[config.mk]
export PLATFORM = sky130hd
export DESIGN_NAME = line_clear_engine_flat
export DESIGN_NICKNAME = d
export VERILOG_FILES = /design/src/rtl/tetris_pkg.sv /design/src/rtl/line_clear_engine_if.sv /design/src/rtl/line_score_lut.sv /design/src/rtl/line_clear_engine.sv /design/src/flat_wrapper.sv
export SDC_FILE = /design/constraint.sdc
export NUM_CORES = 1
export LEC_CHECK = 0
export BUFFER_PORTS_ARGS = -buffer_cell sky130_fd_sc_hd__buf_2
export CAP_MARGIN = 25
export CORE_AREA = 2 2 63 65
export CTS_CLUSTER_SIZE = 24
export DETAILED_ROUTE_END_ITERATION = 6
export DIE_AREA = 0 0 65 67
export PLACE_DENSITY = 0.73
export SLEW_MARGIN = 20
export SYNTH_ARGS = -nofsm -noshare
export SYNTH_HDL_FRONTEND = slang
export SYNTH_SLANG_ARGS = --single-unit
[constraint.sdc]
create_clock -name Clk -period 1.9 [get_ports Clk]
set_input_delay 0 -clock Clk [delete_from_list [all_inputs] [get_ports Clk]]
set_output_delay 0 -clock Clk [all_outputs]
set_load 0.02 [all_outputs]
[src/rtl/tetris_pkg.sv]
// tetris_pkg: playfield geometry, row type, clear-engine states and line-score table.
package tetris_pkg;
    localparam int GRID_COLS = 10;
    localparam int GRID_ROWS = 18;
    localparam int ROW_AW = $clog2(GRID_ROWS);
    localparam int CNT_W = $clog2(GRID_ROWS + 1);
    typedef logic [GRID_COLS-1:0] row_t;
    typedef enum logic [2:0] {IDLE, RD, EVAL, FILL, DONE} lc_state_t;
    localparam logic [4:0][15:0] SCORE_LUT = {16'd1200, 16'd300, 16'd100, 16'd40, 16'd0};
endpackage

[src/rtl/line_clear_engine_if.sv]
// line_clear_engine_if: one-read-port / one-write-port row store bus.
interface line_clear_engine_if;
    import tetris_pkg::*;
    logic [ROW_AW-1:0] row_rd_addr;
    row_t              row_rd_data;
    logic              row_wr_en;
    logic [ROW_AW-1:0] row_wr_addr;
    row_t              row_wr_data;
    modport master(output row_rd_addr, row_wr_en, row_wr_addr, row_wr_data, input row_rd_data);
    modport slave(input row_rd_addr, row_wr_en, row_wr_addr, row_wr_data, output row_rd_data);
endinterface

[src/rtl/line_score_lut.sv]
// line_score_lut: cleared-line count to points; exists only when LINE_CLEAR_SCORE_EN is defined.
`ifdef LINE_CLEAR_SCORE_EN
module line_score_lut import tetris_pkg::*; (
    input  logic [CNT_W-1:0] cnt,
    output logic [15:0]      points
);
    assign points = (cnt > CNT_W'(4)) ? SCORE_LUT[4] : SCORE_LUT[cnt[2:0]];
endmodule
`endif

[src/rtl/line_clear_engine.sv]
// line_clear_engine: removes full rows bottom-up, compacts the grid downward and zero-fills the top.
// Optional running score enabled by LINE_CLEAR_SCORE_EN.
module line_clear_engine import tetris_pkg::*; (
    input  logic               Clk,
    input  logic               Reset,
    input  logic               start,
    output logic               busy,
    output logic               done,
    output logic [CNT_W-1:0]   lines_cleared,
    output logic [15:0]        score,
    line_clear_engine_if.master mem
);
    localparam logic [2:0] S_IDLE = IDLE;
    localparam logic [2:0] S_RD   = RD;
    localparam logic [2:0] S_EVAL = EVAL;
    localparam logic [2:0] S_FILL = FILL;
    localparam logic [2:0] S_DONE = DONE;

    logic [2:0]        state;
    logic [ROW_AW-1:0] r, w;
    logic [CNT_W-1:0]  cnt;
    logic              full;

    assign full = &mem.row_rd_data;

    always_ff @(posedge Clk or posedge Reset) begin
        if (Reset) begin
            state         <= S_IDLE;
            r             <= '0;
            w             <= '0;
            cnt           <= '0;
            lines_cleared <= '0;
        end else begin
            case (state)
                S_IDLE: if (start) begin
                    r     <= ROW_AW'(GRID_ROWS - 1);
                    w     <= ROW_AW'(GRID_ROWS - 1);
                    cnt   <= '0;
                    state <= S_RD;
                end
                S_RD: state <= S_EVAL;
                S_EVAL: begin
                    if (full) cnt <= cnt + 1'b1;
                    else w <= w - 1'b1;
                    if (r == '0) state <= (full || cnt != '0) ? S_FILL : S_DONE;
                    else begin
                        r     <= r - 1'b1;
                        state <= S_RD;
                    end
                end
                S_FILL: begin
                    if (w == '0) state <= S_DONE;
                    else w <= w - 1'b1;
                end
                S_DONE: begin
                    lines_cleared <= cnt;
                    state         <= S_IDLE;
                end
                default: state <= S_IDLE;
            endcase
        end
    end

    // Compaction writes only when a hole has opened below (w != r); read data is valid in EVAL.
    assign busy            = state != S_IDLE;
    assign done            = state == S_DONE;
    assign mem.row_rd_addr = r;
    assign mem.row_wr_en   = (state == S_EVAL && !full && w != r) || state == S_FILL;
    assign mem.row_wr_addr = mem.row_wr_en ? w : '0;
    assign mem.row_wr_data = (state == S_EVAL && mem.row_wr_en) ? mem.row_rd_data : '0;

`ifdef LINE_CLEAR_SCORE_EN
    logic [15:0] points;
    logic [16:0] sum;

    line_score_lut u_lut (.cnt(cnt), .points(points));

    assign sum = {1'b0, score} + {1'b0, points};

    always_ff @(posedge Clk or posedge Reset) begin
        if (Reset) score <= '0;
        else if (state == S_DONE) score <= sum[16] ? 16'hFFFF : sum[15:0];
    end
`else
    assign score = 16'd0;
`endif
endmodule

[src/flat_wrapper.sv]
// flat-port wrapper written by rule: the top's interface ports become plain ports
module line_clear_engine_flat import tetris_pkg::*;
  (Clk, Reset, start, busy, done, lines_cleared, score, mem_row_rd_addr, mem_row_wr_en, mem_row_wr_addr, mem_row_wr_data, mem_row_rd_data);
  line_clear_engine_if mem_i ();
  input  logic Clk;
  input  logic Reset;
  input  logic start;
  output logic busy;
  output logic done;
  output logic [CNT_W-1:0] lines_cleared;
  output logic [15:0] score;
  output wire logic [$bits(mem_i.row_rd_addr)-1:0] mem_row_rd_addr;
  output wire logic [$bits(mem_i.row_wr_en)-1:0] mem_row_wr_en;
  output wire logic [$bits(mem_i.row_wr_addr)-1:0] mem_row_wr_addr;
  output wire logic [$bits(mem_i.row_wr_data)-1:0] mem_row_wr_data;
  input wire logic [$bits(mem_i.row_rd_data)-1:0] mem_row_rd_data;
  assign mem_row_rd_addr = mem_i.row_rd_addr;
  assign mem_row_wr_en = mem_i.row_wr_en;
  assign mem_row_wr_addr = mem_i.row_wr_addr;
  assign mem_row_wr_data = mem_i.row_wr_data;
  assign mem_i.row_rd_data = mem_row_rd_data;
  line_clear_engine u_core (.Clk(Clk), .Reset(Reset), .start(start), .busy(busy), .done(done), .lines_cleared(lines_cleared), .score(score), .mem(mem_i));
endmodule
==> summary by stage, run 1 <==
Pwr
Of the total power, the share spent switching nets is 47.85%. Registers are responsible for 27.6% of the overall power. Of the total power, the clock network draws 11.9%. The part of the total power dissipated in combinational logic is 60.5%.

The net switching power is 1304 µW. The leakage power figure is 0.0009401 µW. The cell-internal power is 1421 µW. Across the VDD grid, the largest voltage drop is 537.8 µV.

The total power divided by cell area is 1432 nW/µm². Power comes to 2724 µW.

Synth
In the post-synthesis netlist, the biggest area contributors are dfrtp_1, buf_4, and2_1, nand2_1, mux2_2. The synthesized netlist devotes 12.25% of its cell area to compound gates. The async set or reset register ratio after synthesis is 100.0%. Synthesis instantiated 47 different standard cells from the library.

After Yosys synthesis, and, or, nand and nor cells account for 27.09% of the synthesized area. By count the netlist is led by dfrtp_1, and2_1, buf_4, nand2_1, inv_1. Summed over its instances, the top area cell type makes up 37.31% of the synthesized netlist area.

The most common cell in the synthesized netlist is dfrtp_1. The multiplexer area fraction after synthesis is 3.650%. The gate count after technology mapping is 170. The number of warning messages in the yosys log is 0. The register area share after synthesis is 37.31%. In the synthesized netlist the dominant register cell turns out to be dfrtp_1. The number of synthesized flops with an enable pin is 0. The main combinational cell family by area after synthesis is simple AND/OR/NAND/NOR gates. The cell taking the most area after synthesis is dfrtp_1. The fraction of synthesized cell area in xor and xnor cells is 3.974%. The number of register bits inferred by synthesis is 23. Dividing the synthesized area by the synthesized cell count gives 9.075 µm².

Summing every instance area after synthesis gives 1543 µm². Summing the areas of all fa, ha and maj instances in the mapped netlist gives 3.244% of the synthesized area.

CTS
The maximum buffer depth of the clock tree is 2. The TritonCTS clock tree is built. The total CTS buffers is 3. The clock-pin slew reported for the worst setup and hold paths after clock tree synthesis is 0.09 ns.

The buffer type at the clock tree root is clkbuf_8. CTS built an H-tree with a depth of 1. Clock latency on the worst-skew pair, taken at its later pin, is 0.28 ns. The total clock sinks is 23.

Timing
Setup violations remaining at the end of the flow were counted as 0. Setup repair after global routing left no endpoint under its margin. The final-report hold violation count was 0.

The setup TNS after final layout is 0 ns. The actual transition at the worst max-transition pin is 0.5241 ns. The maximum frequency from static timing analysis is 550.8 MHz. The worst-case clock skew is 0.007169 ns.

The final period demand of the worst path is 1.816 ns. The ratio of final minimum period to clock period is 95.56%. The number of max-slew violations in the final report is 0.

After layout, the worst setup slack is 0.08443 ns. The relative max-transition margin is 64.87%.

Floorplan
The number of placement rows is 22. The die is 67 µm tall. The die covers 4355 µm². The initial cell density of the core is 42.78%. Pin placement for this block handled 57 I/O pins. The floorplan step set the die width to 65 µm. The region available for standard cell placement spans 3606 µm².

Worst setup path
The critical path class is flip-flop to output port. Broken down by cell family, the worst path's largest delay share belongs to flip-flops. For the worst setup path, the data arrival time is 1.82 ns. The critical path contains buffers and inverters numbering 2 combined. STA classifies the critical path startpoint as a flip-flop. The worst setup path is captured at an output port. The critical-path maximum fanout is 6. The required time of the critical path is 1.90 ns. The signal on the critical path passes through buf_4 > xor2_1 > nor3_2 > a211oi_2 > a21o_1 > and2_1 > buf_2. The slowest stage cell on the critical path is dfrtp_1.

The highest cell delay on the worst timing path is 0.39 ns.

Run status
The run finished with clean final reports.

Route
Before antenna repair, the detailed router went through 4 iterations. In the routed design, unresolved DRC markers number 0. The count of nets left with antenna violations after detail routing is 0. The first routing iteration left 62 violations.

Dividing the detail-routed wire length by the instance count gives 13.48 µm. The via count is 1,388. The aggregate routed wire length is 3640 µm.

Dividing the detail-routed via count by the number of cells gives 5.141.

Cells and area
For this run, the number of standard cells in the final layout without fillers is 270. Of the cells placed in the final design, the portion with a size suffix greater than 1 is 35.59%. 0 antenna diodes ended up in the layout. The total number of nets in the final design is 240.

The fill cell total of the finished layout is 351. The area growth from synthesis to layout is 23.36%.

Global routing
In the global route stage, overall resource usage came out at 17.43%. The residual overflow from global routing is 0. The via count of the first global-routing pass came to 1,195. Entering global routing, the biggest net connects 15 pins.

The number of antenna violations at the first check in global routing came to 0. The first global-routing pass estimated 5768 µm of wire.

Placed design
The congestion estimate from routability-driven global placement came to 0.9180. Input and output buffers added on the ports amount to 40. The wire-length estimate of the detail-placed layout is 2784 µm. After detailed placement, the design holds a cell count of 264.

The post-placement setup slack is 0.1009 ns.

Hold path
The classification of the worst-slack hold path is input pin to flip-flop.

Flow run
The count of max-cap constraint violations is 0.
## cell families after synthesis
| kind of cell | count (synthesis) |
|---|---|
| other cells | 1 |
| xor+xnor | 7 |
| mux | 5 |
| flops | 23 |
| simple gates | 70 |
| compound gates | 28 |
| fa+ha+maj | 4 |
| buf+inv | 32 |
## worst register-to-register path, stage by stage, from the launching register on
cell and delay (ns):
dfrtp_2 0.42, inv_1 0.05, ha_1 0.18, nor4b_2 0.18, a2111o_1 0.43, or3_1 0.32, a21oi_1 0.15
## routing by layer
metal	wire length (µm)	GRT usage [%]
met1	1600	22.72
met4	51	7.181
met3	171	3.209
met5	0	0
met2	1817	28.35
## sequential cells by signal (all words and copies together), names as in the netlist
register,flops
u_core.mem.row_rd_addr,5
u_core.w,5
u_core.lines_cleared,5
u_core.cnt,5
u_core.state,3
## area by class of cell
cell class	instances	area, µm²	share of cell area, %
clock buffer	3	41.29	2.170
multi-input combinational	130	862.1	45.30
sequential	23	579.3	30.44
inverter	10	37.54	1.972
tap	48	60.06	3.156
timing repair buffer	55	315.3	16.57
clock inverter	1	7.507	0.3945
## layout by cell type, fill, tap and decap left out, types with 5 or more instances in the layout
master / netlist / final
buf_2: 1 / 40
dfrtp_1: 23 / 20
nand2_1: 16 / 16
and2_1: 16 / 16
conb_1: 1 / 16
buf_4: 16 / 14
inv_1: 10 / 10
nor2_1: 8 / 7
o21ai_0: 8 / 7
xor2_1: 6 / 6
mux2_2: 5 / 5
nor3_1: 6 / 5
## power groups by stage
stage                     registers (µW)  logic [µW]  clock network (µW)
after detailed placement             754        1550                   0
final                                752        1650                 324
after global placement               744        1540                   0
after CTS                            745        1590                 329
after floorplan                      791        1030                   0
after global routing                 769        1800                 344
## what timing repair did
action,in CTS,in global routing
hold endpoints to repair,11,0
gates resized for setup,2,6
endpoints found under the setup margin,16,9
setup buffers,0,1
hold buffers,1,0
## final timing paths
check | from | end | slack [ns] | depth (start not counted)
max in group asynchronous | Reset | u_core.w[2] | 1.06 | 4
max | u_core.w[3] | mem_row_wr_addr[4] | 0.08 | 7
min reg2reg | u_core.lines_cleared[2] | u_core.lines_cleared[2] | 0.51 | 1
min | start | u_core.mem.row_rd_addr[4] | 0.15 | 4
max reg2reg | u_core.mem.row_rd_addr[1] | u_core.mem.row_rd_addr[2] | 0.11 | 6
min in group asynchronous | Reset | u_core.state[1] | 0.27 | 3
## stage by stage
stage | utilization [%] | hold WS [ns] | instance area [µm²]
after floorplan | - | 0.001784 | 1602
after global routing | 52.78 | 0.1729 | 1903
after detailed placement | 50.14 | 0.03755 | 1808
final | 52.78 | 0.1531 | 1903
after global placement | 50.14 | 0.02958 | 1808
after CTS | 51.98 | 0.1499 | 1874
Power figures use the tool's default switching activity.
==> run 2: changes to the inputs <==
--- a/config.mk
+++ b/config.mk
@@ -6,12 +6,13 @@
 export NUM_CORES = 1
 export LEC_CHECK = 0
 export BUFFER_PORTS_ARGS = -buffer_cell sky130_fd_sc_hd__buf_2
-export CAP_MARGIN = 25
-export CORE_AREA = 2 2 63 65
+export CELL_PAD_IN_SITES_DETAIL_PLACEMENT = 0
+export CELL_PAD_IN_SITES_GLOBAL_PLACEMENT = 1
+export CORE_AREA = 2 2 73 75
 export CTS_CLUSTER_SIZE = 24
 export DETAILED_ROUTE_END_ITERATION = 6
-export DIE_AREA = 0 0 65 67
-export PLACE_DENSITY = 0.73
+export DIE_AREA = 0 0 75 77
+export PLACE_DENSITY_LB_ADDON = 0.1
 export SLEW_MARGIN = 20
 export SYNTH_ARGS = -nofsm -noshare
 export SYNTH_HDL_FRONTEND = slang
==> run 2 against run 1 <==
- wire length is 7.4% higher
- critical endpoint is now u_core.mem.row_rd_addr[2]
- critical path depth decreased by 1
- design area increased by 5.3%
- clock skew is 0.0031 ns lower
- clock power fell by 6%
- final cell count rose by 10%
- global-route usage shrank 4.1 points
- count of clock-buffer cells in the layout is the same
- register-to-register slack worse by 0.03 ns
- critical path type is now flip-flop to flip-flop
- setup slack got worse by 0.0032 ns
- non-clock buffer count is 5 higher
==> summary by stage, run 2 (synthesis results as in run 1) <==
Worst setup path
The critical path starts at u_core.mem.row_rd_addr[0]. The worst reg2reg path endpoint is u_core.mem.row_rd_addr[2]. The critical path is of the flip-flop to flip-flop type.

The required time of the critical path is 2.09 ns. The critical path launch point type is a flip-flop. The data arrival time of the worst path is 2.01 ns. In this run the worst path has a maximum fanout of 4. The number of cell instances on the worst register-to-register path is 6. For flop-to-flop paths, the worst setup slack is 0.08 ns.

The worst setup path endpoint is u_core.mem.row_rd_addr[2]. STA classifies the critical path endpoint as a flip-flop. The reg-to-reg critical path startpoint is u_core.mem.row_rd_addr[0].

Floorplan
The floorplan step defined a core boundary enclosing 4977 µm². The area enclosed by the die boundary is 5775 µm². The width of the die is 75 µm. The number of placement rows is 26.

The number of top-level pins is 57. The initial cell density of the core is 31.00%. The die is 77 µm tall.

Cells and area
The total number of nets in the final design is 245. The share of final-layout standard cells stronger than drive strength 1 is 39.65%. The leading cell type in the layout, fill and taps excluded is buf_2. The top cell types in the final layout, fill and taps aside, are buf_2, buf_4, dfrtp_1, nand2_1, conb_1. The number of antenna cells inserted is 0.

The area growth from synthesis to layout is 29.85%.

Global routing
For this run, the total global-route usage over all layers was measured as 13.36%. The number of antenna violations at the first check in global routing is 0. The first global-routing pass estimated 5989 µm of wire. The total overflow left after global routing is 0. Entering global routing, the biggest net connects 17 pins. The via count of the first global-routing pass is 1,230.

Route
After the first detailed-routing iteration, the DRC count stood at 23. Across all layers, the routed design uses 1,379 vias. For this run, design rule violations remaining after detail routing come to 0. The count of nets left with antenna violations after detail routing is 0.

The routed via count divided by cell count is 4.643. In the final routed layout, each cell accounts on average for 13.16 µm. Before antenna repair, the detailed router went through 4 iterations. Summed over all layers, the routed wires come to 3910 µm.

CTS
The total number of H-tree levels is 1. The maximum buffer depth of the clock tree is 2. The tree is rooted in a clkbuf_8. The later pin in the worst-skew pair is clocked with a latency of 0.26 ns. The total CTS buffers is 3. After clock tree synthesis, the clock-pin slew on the worst setup and hold paths is 0.08 ns. The TritonCTS clock tree is built. The total clock sinks is 23.

Placed design
The global placement routability congestion is 0.8302. Once detailed placement completed, the half-perimeter wirelength came to 3086 µm. Input and output buffers added on the ports amount to 40.

The post-placement setup slack is 0.1026 ns.

Hold path
The classification of the worst-slack hold path is input pin to flip-flop.

Timing
The ratio of final minimum period to clock period is 95.73%. The final-report hold violation count was 0. The worst setup margin is 0.08121 ns. The final period demand of the worst path is 1.819 ns.

For this run, the top clock speed supported by timing is 549.8 MHz. The number of max-slew violations in the final report is 0. For the pin with the worst max-slew slack, the measured transition is 0.6465 ns. Setup repair after global routing could not meet its margin everywhere. Setup violations remaining at the end of the flow were counted as 0. Headroom to the max-slew limit came out at 56.85%. The worst-case clock skew is 0.004049 ns.

Run status
The run finished with clean final reports.

Pwr
Power comes to 2869 µW. The total power divided by cell area is 1432 nW/µm². The peak supply drop is 563.1 µV. The leakage power figure is 0.0009722 µW.

Flow run
The count of max-cap constraint violations is 0.
-- run 2: cell type report --
| cell class | instances | area (µm²) |
|---|---|---|
| repair buffers | 60 | 362.8 |
| well taps | 70 | 87.58 |
| clock buffers | 3 | 41.29 |
| inverters | 10 | 37.54 |
| clock inverters | 1 | 5.005 |
| fillers | 520 | 2974 |
| multi-input cells | 130 | 888.4 |
| flip-flops and latches | 23 | 580.6 |
-- run 2: routing by layer --
metal,wire (µm),GRT usage [%]
met5,0,0
met1,1803,19.26
met4,31,3.214
met3,231,2.102
met2,1842,20.70
-- run 2: worst min-delay path by stage --
stage	startpoint	endpoint	slack, ns	depth (start not counted)
CTS	start	u_core.mem.row_rd_addr[4]	0.17	3
floorplan	Reset	u_core.cnt[0]	0.002	1
global route	start	u_core.mem.row_rd_addr[4]	0.18	3
global placement	Reset	u_core.mem.row_rd_addr[2]	0.11	2
finish	start	u_core.mem.row_rd_addr[4]	0.16	3
detailed placement	Reset	u_core.mem.row_rd_addr[4]	0.12	2
-- run 2: what timing repair did --
| action | CTS | global route |
|---|---|---|
| hold endpoints to repair | 15 | 0 |
| gates resized for setup | 2 | 16 |
| setup buffers | 0 | 4 |
| pin swaps | 0 | 5 |
| setup endpoints to repair | 15 | 14 |
| hold buffers | 1 | 0 |
-- run 2: power breakdown --
group	switching [µW]	internal, µW	total [µW]	leakage, µW
clock network	160	146	306	0.0000255
logic	1050	780	1830	0.000656
registers	123	611	735	0.000291
-- run 2: critical path, cell delays in order, from the launching register on --
cell	delay, ns
dfrtp_2	0.37
inv_2	0.04
ha_2	0.18
nor4b_2	0.18
a2111o_1	0.47
or3_1	0.38
a21oi_1	0.12
-- run 2: per-stage QoR --
| stage | cell area, µm² | hold WS, ns | TNS, ns | util, % | cells |
|---|---|---|---|---|---|
| after floorplan | 1602 | 0.001784 | 0 | - | 185 |
| after global placement | 1851 | 0.1118 | 0 | 37.18 | 288 |
| after detailed placement | 1851 | 0.1210 | 0 | 37.18 | 288 |
| after CTS | 1914 | 0.1719 | 0 | 38.46 | 293 |
| after global routing | 2003 | 0.1771 | -0.01041 | 40.25 | 297 |
| final | 2003 | 0.1624 | 0 | 40.25 | 297 |
==> run 3: changes to the inputs <==
--- a/config.mk
+++ b/config.mk
@@ -8,10 +8,11 @@
 export BUFFER_PORTS_ARGS = -buffer_cell sky130_fd_sc_hd__buf_2
 export CELL_PAD_IN_SITES_DETAIL_PLACEMENT = 0
 export CELL_PAD_IN_SITES_GLOBAL_PLACEMENT = 1
-export CORE_AREA = 2 2 73 75
+export CORE_AREA = 2 2 72 74
+export CTS_BUF_LIST = sky130_fd_sc_hd__clkbuf_8
 export CTS_CLUSTER_SIZE = 24
 export DETAILED_ROUTE_END_ITERATION = 6
-export DIE_AREA = 0 0 75 77
+export DIE_AREA = 0 0 74 76
 export PLACE_DENSITY_LB_ADDON = 0.1
 export SLEW_MARGIN = 20
 export SYNTH_ARGS = -nofsm -noshare
==> run 3 against run 2 <==
- combinational power increased by 3%
- sequential power increased by 3.0%
- fmax decreased by 1.9%
- first-iteration DRC count increased to 2.9 times the previous value
- wire length increased by 6.2%
- critical path depth unchanged
- clock skew about the same
- register-to-register slack got worse by 0.04 ns
==> summary by stage, run 3 (synthesis results as in run 1) <==
Floorplan
The floorplan core area is 4912 µm². The number of top-level pins is 57. The initial utilization of the core area, before any placement, comes to 31.41%. The floorplan step defined a die boundary enclosing 5624 µm². The die is 74 µm wide. The height of the die is 76 µm.

The floorplan has 26 rows.

Pwr
The worst-case IR drop observed on VDD is 410.7 µV. In this run the power density over the cells is 1472 nW/µm². The total power of the final layout is 2960 µW. For this design the static power due to leakage is 0.0009674 µW.

Global routing
The number of antenna violations at the first check in global routing is 0. The global-route met1 utilization is 19.51%. The largest net degree at the start of global routing is 15.

The most crowded layer after global routing is met2. The wire length of the first global-routing pass is 6644 µm. The routing usage on met3 is 1.984%. The residual overflow from global routing is 0. The via count of the first global-routing pass is 1,379. The met2 global-route usage is 25.18%. Global routing used 14.98% of the available tracks across all layers.

Cells and area
The total number of nets in the final design is 243. The library cells used most frequently in the layout, excluding fill and tap cells, are buf_2, dfrtp_1, nand2_1, conb_1, buf_4. The leading cell type in the layout, fill and taps excluded is buf_2. The finished cells cover 2011 µm².

The share of final-layout standard cells stronger than drive strength 1 is 39.11%. The post-route non-filler standard cell count is 295. The multi-input combinational cells in the finished layout cover a total of 887.1 µm². The number of antenna cells inserted is 0. The area taken by flip-flops and latches is 579.3 µm². Once layout is complete, the utilization of the core stands at 40.93%. The area growth from synthesis to layout is 30.33%. The fill cell total of the finished layout is 494.

CTS
The total clock sinks is 23. The buffer type at the clock tree root is clkbuf_8. CTS built an H-tree with a depth of 1. The number of clock buffers added by TritonCTS is 3. The later pin in the worst-skew pair is clocked with a latency of 0.27 ns. The maximum buffer depth of the clock tree is 2. TritonCTS built the clock tree. The clock-pin slew reported for the worst setup and hold paths after clock tree synthesis is 0.08 ns.

Route
The number of DRC violations after detailed-routing iteration 0 is 67. The DRC violation count after routing is 0. Dividing the detail-routed via count by the number of cells gives 4.600. Summed over all layers, the routed wires come to 4154 µm. Dividing the detail-routed wire length by the instance count gives 14.08 µm.

The count of nets left with antenna violations after detail routing is 0. The via count is 1,357. The first TritonRoute pass finished after 4 iterations.

Timing
Headroom to the max-slew limit came out at 65.29%. Final hold analysis gives a worst-case slack of 0.1340 ns. The ratio of final minimum period to clock period is 97.61%. The maximum frequency from static timing analysis is 539.2 MHz. The final-report hold violation count was 0. The actual transition at the worst max-transition pin is 0.5166 ns. The worst path needs 1.855 ns of the cycle, external delays included. Setup violations remaining at the end of the flow were counted as 0. Setup repair after global routing could not meet its margin everywhere. The number of max-slew violations in the final report is 0. On the final layout, the worst clock skew is 0.004412 ns.

Hold path
In this run the worst hold path is classified as input pin to flip-flop.

Worst setup path
The critical-path maximum fanout is 5. The required time of the critical path is 2.10 ns. The critical path endpoint category is a flip-flop. In this design, the stage delay of the slowest critical-path cell is 0.50 ns.

The critical path launch point type is a flip-flop. The critical path is of the flip-flop to flip-flop type. The slowest stage of the critical path belongs to the cell a2111o_1. The data arrival time of the worst path is 2.06 ns. Walking the worst path, the cells encountered are inv_2 > ha_2 > nor4b_2 > a2111o_1 > or3_1 > a21oi_2.

Placed design
The HPWL after detailed placement is 3138 µm. The placed standard-cell area is 1828 µm². The placed instance count is 285.

Routability-driven placement finished with a final weighted congestion of 0.8107. During placement, the flow inserted port buffers numbering 40.

Run status
The run finished with clean final reports.

Flow run
Max-cap violations in this run came to 0.
run 3: path summary, 6_finish.rpt:
check | cells past startpoint | startpoint | endpoint | slack, ns
max reg2reg | 6 | u_core.mem.row_rd_addr[0] | u_core.mem.row_rd_addr[2] | 0.05
max in group asynchronous | 4 | Reset | u_core.cnt[0] | 1.08
min | 3 | start | u_core.mem.row_rd_addr[4] | 0.13
min in group asynchronous | 3 | Reset | u_core.w[3] | 0.27
max | 6 | u_core.mem.row_rd_addr[0] | u_core.mem.row_rd_addr[2] | 0.05
min reg2reg | 1 | u_core.lines_cleared[3] | u_core.lines_cleared[3] | 0.51
run 3: where the power goes:
group	internal, µW	switching (µW)
logic	814	1070
clock network	147	168
registers	609	148
total	1570	1390
run 3: final cells by class:
cell class                 instances  area share (%)
tap                               70           4.356
timing repair buffer              58           18.54
clock buffer                       3           2.054
sequential                        23           28.81
clock inverter                     1          0.2489
multi-input combinational        130           44.12
inverter                          10           1.867
run 3: metrics by stage:
step,setup TNS (ns),worst slack (ns)
5_1_grt,-0.1671,-0.03122
3_5_place_dp,0,0.05965
2_1_floorplan,0,0.04127
3_3_place_gp,0,0.1254
6_report,0,0.04533
4_1_cts,0,0.004384
run 3: repair_timing:
action                                  in CTS  in global routing
gates resized for setup                      4                 23
hold endpoints to repair                     9                  0
pin swaps                                    0                 12
cloned                                       0                  1
hold buffers                                 1                  0
endpoints found under the setup margin      15                 19
buffers inserted                             0                  4
run 3: layer usage:
metal / vias to the layer above / routed length (µm)
met1: 657 / 1788
met5: - / 0
met2: 24 / 2224
met3: 6 / 89
li1: 670 / -
met4: 0 / 53
run 3: critical path, delay by kind of cell, from the launching register on:
family | cells | cell delay (ns)
adder cells (fa/ha/maj) | 1 | 0.18
AO/OA/AOI/OAI | 2 | 0.61
AND/OR/NAND/NOR | 2 | 0.56
buffers and inverters | 1 | 0.06
flip-flops | 1 | 0.38
